## src/rtl/xsram_bridge.sv

```systemverilog
// xsram_bridge: req/rdy front end for an external asynchronous SRAM.
// Reads hold oe_n low for RD_WAIT+1 cycles and sample in the last one.
// Writes run setup / pulse / hold phases around a we_n low pulse.
// All SRAM strobes come straight from flops, so the pins never glitch.
module xsram_bridge #(
  parameter int ADDR_W   = 16,
  parameter int DATA_W   = 8,
  parameter int RD_WAIT  = 1,
  parameter int WR_SETUP = 1,
  parameter int WR_PULSE = 2,
  parameter int WR_HOLD  = 1
) (
  input  logic              clk,
  input  logic              reset,
  input  logic              req,
  input  logic              we,
  input  logic [ADDR_W-1:0] addr,
  input  logic [DATA_W-1:0] wdata,
  output logic              rdy,
  output logic [DATA_W-1:0] rdata,
  output logic              rvalid,
  output logic              wdone,
  output logic [ADDR_W-1:0] sram_addr,
  output logic [DATA_W-1:0] sram_dout,
  input  logic [DATA_W-1:0] sram_din,
  output logic              sram_drive,
  output logic              sram_ce_n,
  output logic              sram_oe_n,
  output logic              sram_we_n
);

  localparam int MAX_RW = (RD_WAIT  > WR_SETUP) ? RD_WAIT  : WR_SETUP;
  localparam int MAX_PH = (WR_PULSE > WR_HOLD)  ? WR_PULSE : WR_HOLD;
  localparam int MAX_CY = (MAX_RW   > MAX_PH)   ? MAX_RW   : MAX_PH;
  localparam int CNT_W  = $clog2(MAX_CY) + 1;

  // Phase lengths minus one; zero-length phases are skipped, so the
  // clamp only keeps the constants well defined.
  localparam logic [CNT_W-1:0] LD_RD = CNT_W'(RD_WAIT);
  localparam logic [CNT_W-1:0] LD_WS = CNT_W'((WR_SETUP > 0) ? WR_SETUP - 1 : 0);
  localparam logic [CNT_W-1:0] LD_WP = CNT_W'((WR_PULSE > 0) ? WR_PULSE - 1 : 0);
  localparam logic [CNT_W-1:0] LD_WH = CNT_W'((WR_HOLD  > 0) ? WR_HOLD  - 1 : 0);

  typedef enum logic [2:0] {IDLE, RD, WR_S, WR_P, WR_H} state_t;

  state_t           state;
  logic [CNT_W-1:0] cnt;

  // rdy follows the state register only, never req.
  assign rdy = (state == IDLE);

  // Access sequencer: state, phase counter and every registered pin.
  always_ff @(posedge clk) begin
    if (reset) begin
      state      <= IDLE;
      cnt        <= '0;
      rdata      <= '0;
      rvalid     <= 1'b0;
      wdone      <= 1'b0;
      sram_addr  <= '0;
      sram_dout  <= '0;
      sram_drive <= 1'b0;
      sram_ce_n  <= 1'b1;
      sram_oe_n  <= 1'b1;
      sram_we_n  <= 1'b1;
    end else begin
      rvalid <= 1'b0;
      wdone  <= 1'b0;
      case (state)
        IDLE: begin
          if (req) begin
            sram_addr <= addr;
            sram_dout <= wdata;
            sram_ce_n <= 1'b0;
            if (!we) begin
              state      <= RD;
              cnt        <= LD_RD;
              sram_oe_n  <= 1'b0;
              sram_drive <= 1'b0;
            end else if (WR_SETUP > 0) begin
              state      <= WR_S;
              cnt        <= LD_WS;
              sram_drive <= 1'b1;
              sram_we_n  <= 1'b1;
            end else begin
              state      <= WR_P;
              cnt        <= LD_WP;
              sram_drive <= 1'b1;
              sram_we_n  <= 1'b0;
            end
          end
        end
        RD: begin
          if (cnt == '0) begin
            state     <= IDLE;
            rdata     <= sram_din;
            rvalid    <= 1'b1;
            sram_ce_n <= 1'b1;
            sram_oe_n <= 1'b1;
          end else begin
            cnt <= cnt - 1'b1;
          end
        end
        WR_S: begin
          if (cnt == '0) begin
            state     <= WR_P;
            cnt       <= LD_WP;
            sram_we_n <= 1'b0;
          end else begin
            cnt <= cnt - 1'b1;
          end
        end
        WR_P: begin
          if (cnt == '0) begin
            sram_we_n <= 1'b1;
            if (WR_HOLD > 0) begin
              state <= WR_H;
              cnt   <= LD_WH;
            end else begin
              state      <= IDLE;
              wdone      <= 1'b1;
              sram_ce_n  <= 1'b1;
              sram_drive <= 1'b0;
            end
          end else begin
            cnt <= cnt - 1'b1;
          end
        end
        WR_H: begin
          if (cnt == '0) begin
            state      <= IDLE;
            wdone      <= 1'b1;
            sram_ce_n  <= 1'b1;
            sram_drive <= 1'b0;
          end else begin
            cnt <= cnt - 1'b1;
          end
        end
        default: begin
          state      <= IDLE;
          sram_ce_n  <= 1'b1;
          sram_oe_n  <= 1'b1;
          sram_we_n  <= 1'b1;
          sram_drive <= 1'b0;
        end
      endcase
    end
  end

endmodule

```

## config.mk

```make
export PLATFORM = sky130hd
export DESIGN_NAME = xsram_bridge
export DESIGN_NICKNAME = d
export VERILOG_FILES = /design/src/rtl/xsram_bridge.sv
export SDC_FILE = /design/constraint.sdc
export NUM_CORES = 1
export LEC_CHECK = 0
export BUFFER_PORTS_ARGS = -buffer_cell sky130_fd_sc_hd__buf_2
export CORE_UTILIZATION = 45
export DETAILED_ROUTE_END_ITERATION = 10
export HOLD_SLACK_MARGIN = 0.1
export PLACE_DENSITY = 0.81
export SETUP_SLACK_MARGIN = 0.1
export SYNTH_ARGS = -nofsm -noshare
export SYNTH_HDL_FRONTEND = slang
export SYNTH_SLANG_ARGS = --single-unit
```

## constraint.sdc

```tcl
create_clock -name clk -period 3.2 [get_ports clk]
set_clock_uncertainty 0.1 [all_clocks]
set_input_delay 0.64 -clock clk [delete_from_list [all_inputs] [get_ports clk]]
set_output_delay 0.64 -clock clk [all_outputs]
set_load 0.03 [all_outputs]
```

==> results by group, run 1 <==
Worst setup path
  – Top fanout value on the critical path: 19
  – Slowest cell on the critical path: sky130_fd_sc_hd__dfxtp_1
  – Kind of start point of the critical path: flop
  – Stages on the worst setup path: 3
  – Worst Path Buf+Inv: 1
  – Arrival @ worst endpoint: about 1.6 ns
  – Critical path class: reg2out
  – Element type at the critical path end: output port
  – FF-to-FF setup slack: 1.31 ns
  – Top delay family on crit path: flip-flops
  – Longest individual stage delay on the worst path: between 0.7 and 0.8 ns
  – Crit path cell chain: or2_1, nor2_1, buf_2
  – Data required time at the worst endpoint: between 2 and 2.5 ns
  – Depth of the worst register-to-register path: 5

Synth
  – Synth cell types: 38
  – Simple-gate area share of the yosys netlist: 0.234
  – Net Count, Synth: roughly 260
  – Cell count after synthesis: 222
  – Count of flip-flops with a built-in enable after synthesis: 0
  – Share of the synthesized netlist area taken by xor and xnor gates: 0.00945
  – Post-synth top cells: 70 x sky130_fd_sc_hd__nand2_1, 43 x sky130_fd_sc_hd__dfxtp_1, 29 x sky130_fd_sc_hd__a21oi_1
  – Portion of synthesized cell area occupied by the leading cell type: 0.464
  – Part of the Yosys area used for sequential elements: 0.464
  – Cell types with the largest area share after synthesis: sky130_fd_sc_hd__dfxtp_1 46%, sky130_fd_sc_hd__nand2_1 14%, sky130_fd_sc_hd__a21oi_1 7.8%, sky130_fd_sc_hd__a21oi_2 4.7%, sky130_fd_sc_hd__buf_6 3.0%
  – Asr flop ratio synth: 0
  – Area share of fa/ha/maj cells after synthesis: 0.0202
  – Library cell occupying the most area in the post-synthesis netlist: sky130_fd_sc_hd__dfxtp_1
  – Commonest register cell after synthesis: sky130_fd_sc_hd__dfxtp_1
  – Largest family of logic cells by synthesized area: simple AND/OR/NAND/NOR gates
  – Mean instance size in the synthesized netlist: roughly 8.4 um2
  – Count of warnings emitted by yosys: 0
  – Fraction of the mapped netlist area in compound gates: 0.196
  – Mux contribution to synthesized area: 0.00540
  – Yosys reg bits: 43
  – Cell with the most instances after synthesis: sky130_fd_sc_hd__nand2_1
  – Post-synthesis instance area: around 1900 um2

Timing
  – Post-layout minimum cycle time: between 2 and 2.5 ns
  – Final-report hold violation count: 0
  – Post-route worst setup slack: between 0.8 and 0.9 ns
  – Max Clock Freq: 426 MHz
  – Setup-failing EPs final: 0
  – Pin slew with the least headroom to its limit: about 0.83 ns
  – Final total negative setup slack: 0 ns
  – Share of the clock period used by the worst path: 0.733
  – Rel. slew slack: 0.443
  – Final count of pins violating max slew: 0
  – Unrepaired setup endpoints after global routing: no

Global routing
  – Maximum number of pins on one net before global-route repair: 44
  – First-pass GRT wire length: ~6400 um
  – Initial antenna violation count: 0
  – Total grt overflow: 0
  – Number of global-route vias before repair: around 1500
  – All-Layer GR Usage: 0.191

Clocking
  – Clock-pin slew reported for the worst setup and hold paths after clock tree synthesis: around 0.08 ns
  – Resize count post-CTS: 0
  – TritonCTS buffer count: 5
  – Depth of the CTS H-tree: 2
  – Latest clock arrival within the worst-skew pair: just under 0.3 ns
  – Number of sinks driven by the clock tree: 43
  – Root buffer cell: sky130_fd_sc_hd__clkbuf_8
  – Clock tree from TritonCTS: done
  – Post-cts hold buffer count: 0
  – Clk buf depth: 2
  – Setup bufs post-CTS: 0

Placed design
  – Buffers on Ports: between 70 and 80
  – Post-Place Worst Slack: 1.18 ns
  – DP HPWL: 2720 um
  – Final weighted congestion of routability-driven global placement: a little over 0.8

Routing
  – Routed Wire Length: between 3000 and 4000 um
  – Violation count after the first detailed-route iteration: between 50 and 60
  – Vias after detailed routing: around 1700
  – Detailed-router iteration count before antenna repair: 5
  – Routed length per instance: between 10 and 15 um
  – Post-route DRC violation count: 0
  – Average vias per placed instance: roughly 4.9
  – DRT antenna net count: 0

Floorplanning
  – # IOs: 75
  – FP Rows: 22
  – Die Width: 66.2 um
  – Total Die Area: 4380 um2
  – Die Ht: between 60 and 70 um
  – Initial standard-cell utilization of the core: 0.488
  – Core Footprint: roughly 3800 um2

Power
  – Leakage dissipation: 1.02 nW
  – Cell Pwr Density: about 610 nW/um2
  – Max rail drop VDD: 0.000328 V

Finish
  – Fraction of final layout cells with drive strength greater than 1: 0.330
  – Number of filler instances in the final layout: ~360
  – Layout overhead on the synthesized area: 22.1%
  – Total number of nets in the final design: approximately 330
  – Number of antenna repair diodes: 0

Hold path
  – WHS Path Cells: 2
  – Worst min-delay path category: reg2reg

Flow run
  – Number of max-cap violations: 0

Outcome
  – Result of the run: finished clean
==> kinds of logic (layout without fill, tap and decap cells) <==
logic type,Yosys count,count (layout)
AND/OR/NAND/NOR,96,96
AO/OA/AOI/OAI,56,56
flip-flops,43,43
buffers and inverters,21,87
adder cells (fa/ha/maj),3,3
XOR/XNOR,2,2
multiplexers,1,1
==> placed cells by master (no fill, tap or decap), types with 2 or more instances in the layout <==
master / count
sky130_fd_sc_hd__a21oi_2: 10
sky130_fd_sc_hd__inv_1: 3
sky130_fd_sc_hd__nor2b_1: 4
sky130_fd_sc_hd__o22a_1: 2
sky130_fd_sc_hd__nor3_1: 2
sky130_fd_sc_hd__buf_4: 2
sky130_fd_sc_hd__ha_1: 3
sky130_fd_sc_hd__clkbuf_8: 5
sky130_fd_sc_hd__nand2_1: 70
sky130_fd_sc_hd__a31o_1: 2
sky130_fd_sc_hd__nor2_1: 7
sky130_fd_sc_hd__dfxtp_1: 43
sky130_fd_sc_hd__nand2b_1: 5
sky130_fd_sc_hd__buf_2: 74
sky130_fd_sc_hd__o21ai_0: 3
sky130_fd_sc_hd__a21oi_1: 29
==> report_power, final <==
group / total [mW] / internal, mW / switching (mW)
registers: 0.639 / 0.590 / 0.0488
clock network: 0.326 / 0.152 / 0.174
logic: 0.410 / 0.142 / 0.268
total: 1.38 / 0.885 / 0.491
==> layer usage <==
layer  share of wire  wire (um)  global-route usage
met1            0.47       1830               0.229
met5               0          0                   0
met2            0.45       1770               0.316
met4           0.013         52              0.0745
met3           0.064        249              0.0569
==> final cells by class <==
| cell class | count | area [um2] | share of cell area |
|---|---|---|---|
| Multi-Input combinational cell | 158 | 862 | 0.381 |
| Sequential cell | 43 | 861 | 0.380 |
| Timing Repair Buffer | 76 | 385 | 0.170 |
| Clock buffer | 6 | 72.6 | 0.0320 |
| Tap cell | 48 | 60.1 | 0.0265 |
| Clock inverter | 2 | 12.5 | 0.00552 |
| Inverter | 3 | 11.3 | 0.00497 |
==> registers in the layout, summed over array words and instances, names as in the netlist <==
signal,count
sram_drive,1
rvalid,1
sram_addr,16
rdata,8
sram_we_n,1
wdone,1
sram_oe_n,1
cnt,2
sram_ce_n,1
sram_dout,8
state,3
==> worst reg2reg max path: stages (launching register included) <==
cell	delay (ns)
sky130_fd_sc_hd__dfxtp_1	0.75
sky130_fd_sc_hd__or2_1	0.31
sky130_fd_sc_hd__nand2b_1	0.14
sky130_fd_sc_hd__buf_4	0.27
sky130_fd_sc_hd__nand3_1	0.11
sky130_fd_sc_hd__a21oi_1	0.14
==> final timing paths <==
kind / startpoint / endpoint
setup / recovery: state[1] / rdy
hold / removal: rdata[6] / rdata[6]
setup reg to reg: state[1] / sram_drive
hold reg to reg: rdata[6] / rdata[6]
==> metrics by stage <==
stage	cells	instance area, um2	hold WS [ns]	util	total power [mW]
final	336	2260	0.354	0.596	1.38
after global placement	328	2180	0.339	0.574	1.05
after CTS	336	2260	0.357	0.596	1.39
after floorplan	222	1850	0.451	-	0.974
after detailed placement	328	2180	0.346	0.574	1.06
after global routing	336	2260	0.371	0.596	1.46
Power figures use the tool's default switching activity.
==> run 2, diff against run 1 <==
Clock period 3.2 ns to 2.4 ns, I/O delays scaled along.
==> run 2 against run 1 <==
  * Final area is 1.2% higher
  * Largest power group unchanged
  * Hold slack got worse by 0.027 ns
  * Non-clock buffer count grew 1
  * Highest routed layer unchanged
  * Worst setup slack got worse by 0.42 ns
  * Cell count is the same
  * Critical path depth stayed put
  * Total power is 41% higher
  * Wire length is 8.5% higher
  * Critical endpoint unchanged
  * Global-route usage is 2.0 points higher
  * Count of clock-buffer cells in the layout did not move
  * Sequential power grew 32%
  * Clock power grew 63%
==> results by group, run 2 (synthesis results as in run 1) <==
Global routing
  – Maximum number of pins on one net before global-route repair: 44 (unchanged)
  – All-Layer GR Usage: 0.210 (was 0.191)
  – Initial antenna violation count: 0 (unchanged)
  – Total grt overflow: 0 (unchanged)
  – First-pass GRT wire length: 7000 um (was 6390 um)
  – Number of global-route vias before repair: 1590 (was 1460)

Routing
  – Post-route DRC violation count: 0 (unchanged)
  – DRT antenna net count: 0 (unchanged)
  – Vias after detailed routing: 1684 (was 1659)
  – Average vias per placed instance: 5.01 (was 4.94)
  – Detailed-router iteration count before antenna repair: 4 (was 5)
  – Routed length per instance: 12.6 um (was 11.6 um)
  – Violation count after the first detailed-route iteration: 107 (was 52)
  – Routed Wire Length: 4240 um (was 3910 um)

Clocking
  – Resize count post-CTS: 0 (unchanged)
  – Depth of the CTS H-tree: 2 (unchanged)
  – Clock tree from TritonCTS: done (unchanged)
  – Number of sinks driven by the clock tree: 43 (unchanged)
  – Latest clock arrival within the worst-skew pair: 0.29 ns (about the same)
  – Clk buf depth: 2 (unchanged)
  – Root buffer cell: sky130_fd_sc_hd__clkbuf_8 (unchanged)
  – TritonCTS buffer count: 5 (unchanged)
  – Post-cts hold buffer count: 0 (unchanged)
  – Setup bufs post-CTS: 0 (unchanged)
  – Clock-pin slew reported for the worst setup and hold paths after clock tree synthesis: 0.07 ns (was 0.08 ns)

Placed design
  – DP HPWL: 2810 um (was 2720 um)
  – Final weighted congestion of routability-driven global placement: 0.801 (was 0.824)
  – Placed insts: 329 (was 328)
  – Placement Cell Area: 2190 um2 (was 2180 um2)
  – Buffers on Ports: 74 (unchanged)

Finish
  – Sequential cell area in the final layout: 862 um2 (was 861 um2)
  – Largest registers in the final layout: sram_addr (16), rdata (8), sram_dout (8) (unchanged)
  – Number of antenna repair diodes: 0 (unchanged)
  – Fraction of final layout cells with drive strength greater than 1: 0.333 (was 0.330)
  – Most used cells in the layout excluding fill and tap cells: 74 x sky130_fd_sc_hd__buf_2, 70 x sky130_fd_sc_hd__nand2_1, 42 x sky130_fd_sc_hd__dfxtp_1 (was 74 x sky130_fd_sc_hd__buf_2, 70 x sky130_fd_sc_hd__nand2_1, 43 x sky130_fd_sc_hd__dfxtp_1)
  – Total number of nets in the final design: 327 (was 326)
  – Final non-filler cell area: 2290 um2 (was 2260 um2)
  – Most flop-heavy register: sram_addr (unchanged)
  – Layout overhead on the synthesized area: 23.5% (was 22.1%)
  – Max reg flops: 16 (unchanged)
  – Most common cell after layout, fill and taps aside: sky130_fd_sc_hd__buf_2 (unchanged)
  – Number of filler instances in the final layout: 347 (was 361)
  – Area taken by multi-input logic gates: 862 um2 (unchanged)
  – Final cell count without fillers: 336 (unchanged)

Worst setup path
  – Data required time at the worst endpoint: 1.82 ns (was 2.46 ns)
  – Top fanout value on the critical path: 16 (was 19)
  – Critical path class: reg2out (unchanged)
  – Element type at the critical path end: output port (unchanged)
  – Arrival @ worst endpoint: 1.38 ns (was 1.61 ns)
  – Kind of start point of the critical path: flop (unchanged)
  – Depth of the worst register-to-register path: 6 (was 5)

Floorplanning
  – Total Die Area: 4380 um2 (unchanged)
  – Core Footprint: 3800 um2 (unchanged)
  – FP Rows: 22 (unchanged)
  – Die Ht: 66.2 um (unchanged)
  – Initial standard-cell utilization of the core: 0.488 (unchanged)
  – # IOs: 75 (unchanged)
  – Die Width: 66.2 um (unchanged)

Timing
  – Setup-failing EPs final: 0 (unchanged)
  – Share of the clock period used by the worst path: 0.818
  – Max Clock Freq: a little over 500 MHz
  – Final-report hold violation count: 0 (unchanged)
  – Post-Route Hold Slack: 0.327 ns (was 0.354 ns)
  – Pin slew with the least headroom to its limit: 0.862 ns (was 0.835 ns)
  – Final count of pins violating max slew: 0 (unchanged)
  – Post-layout minimum cycle time: about 2 ns
  – Unrepaired setup endpoints after global routing: no (unchanged)
  – Rel. slew slack: 0.425 (was 0.443)
  – Final total negative setup slack: 0 ns (unchanged)

Power
  – Cell Pwr Density: 848 nW/um2 (was 607 nW/um2)
  – Leakage dissipation: 1.03 nW (was 1.02 nW)
  – Max rail drop VDD: 0.000396 V (was 0.000328 V)
  – Final Power: 1.94 mW (was 1.38 mW)

Flow run
  – Number of max-cap violations: 0 (unchanged)

Hold path
  – WHS Path Cells: 3 (was 2)
  – Worst min-delay path category: in2reg (was reg2reg)

Outcome
  – Result of the run: finished clean (unchanged)
[run 2: cell types whose count changed in the layout (fill, tap and decap cells not counted)]
cell                         change
sky130_fd_sc_hd__bufinv_16       +1
sky130_fd_sc_hd__dfxtp_1         -1
sky130_fd_sc_hd__clkinv_2        -1
sky130_fd_sc_hd__dfxtp_2         +1
sky130_fd_sc_hd__clkinvlp_4      -1
sky130_fd_sc_hd__buf_4           +1
[run 2: critical path, cell delays in order (launching register included)]
cell,delay (ns)
sky130_fd_sc_hd__dfxtp_2,0.42
sky130_fd_sc_hd__or2_1,0.36
sky130_fd_sc_hd__nor2_1,0.11
sky130_fd_sc_hd__buf_2,0.20
[run 2: worst paths after layout]
| kind | startpoint | endpoint | slack, ns |
|---|---|---|---|
| worst max register to register | cnt[0] | sram_ce_n | 0.56 |
| worst min-delay path | addr[1] | sram_addr[1] | 0.33 |
| worst max-delay path | state[0] | rdy | 0.44 |
| worst min register to register | sram_addr[7] | sram_addr[7] | 0.35 |
[run 2: per-stage QoR]
step            util  setup slack, ns
6_report       0.603            0.437
5_1_grt        0.603            0.302
4_1_cts        0.603            0.214
3_5_place_dp   0.576            0.536
3_3_place_gp   0.576            0.572
2_1_floorplan      -            0.663
[run 2: where the power goes]
| part | switching [mW] | internal (mW) |
|---|---|---|
| Clock | 0.226 | 0.305 |
| Sequential | 0.0524 | 0.788 |
| Combinational | 0.378 | 0.193 |
[run 2: routing by layer]
metal  track usage  vias to the layer above  wire length (um)
met4        0.0904                        0                51
met1         0.249                      744              1860
li1              -                      866                 -
met3        0.0466                        7               268
met2         0.361                       67              2070
met5             0                        -                 0
[run 2: final cells by class]
class,count,area share
Multi-Input combinational cell,158,0.376
Clock buffer,6,0.0317
Sequential cell,43,0.376
Timing Repair Buffer,77,0.171
Tap cell,48,0.0262
Inverter,3,0.00492
Clock inverter,1,0.0131
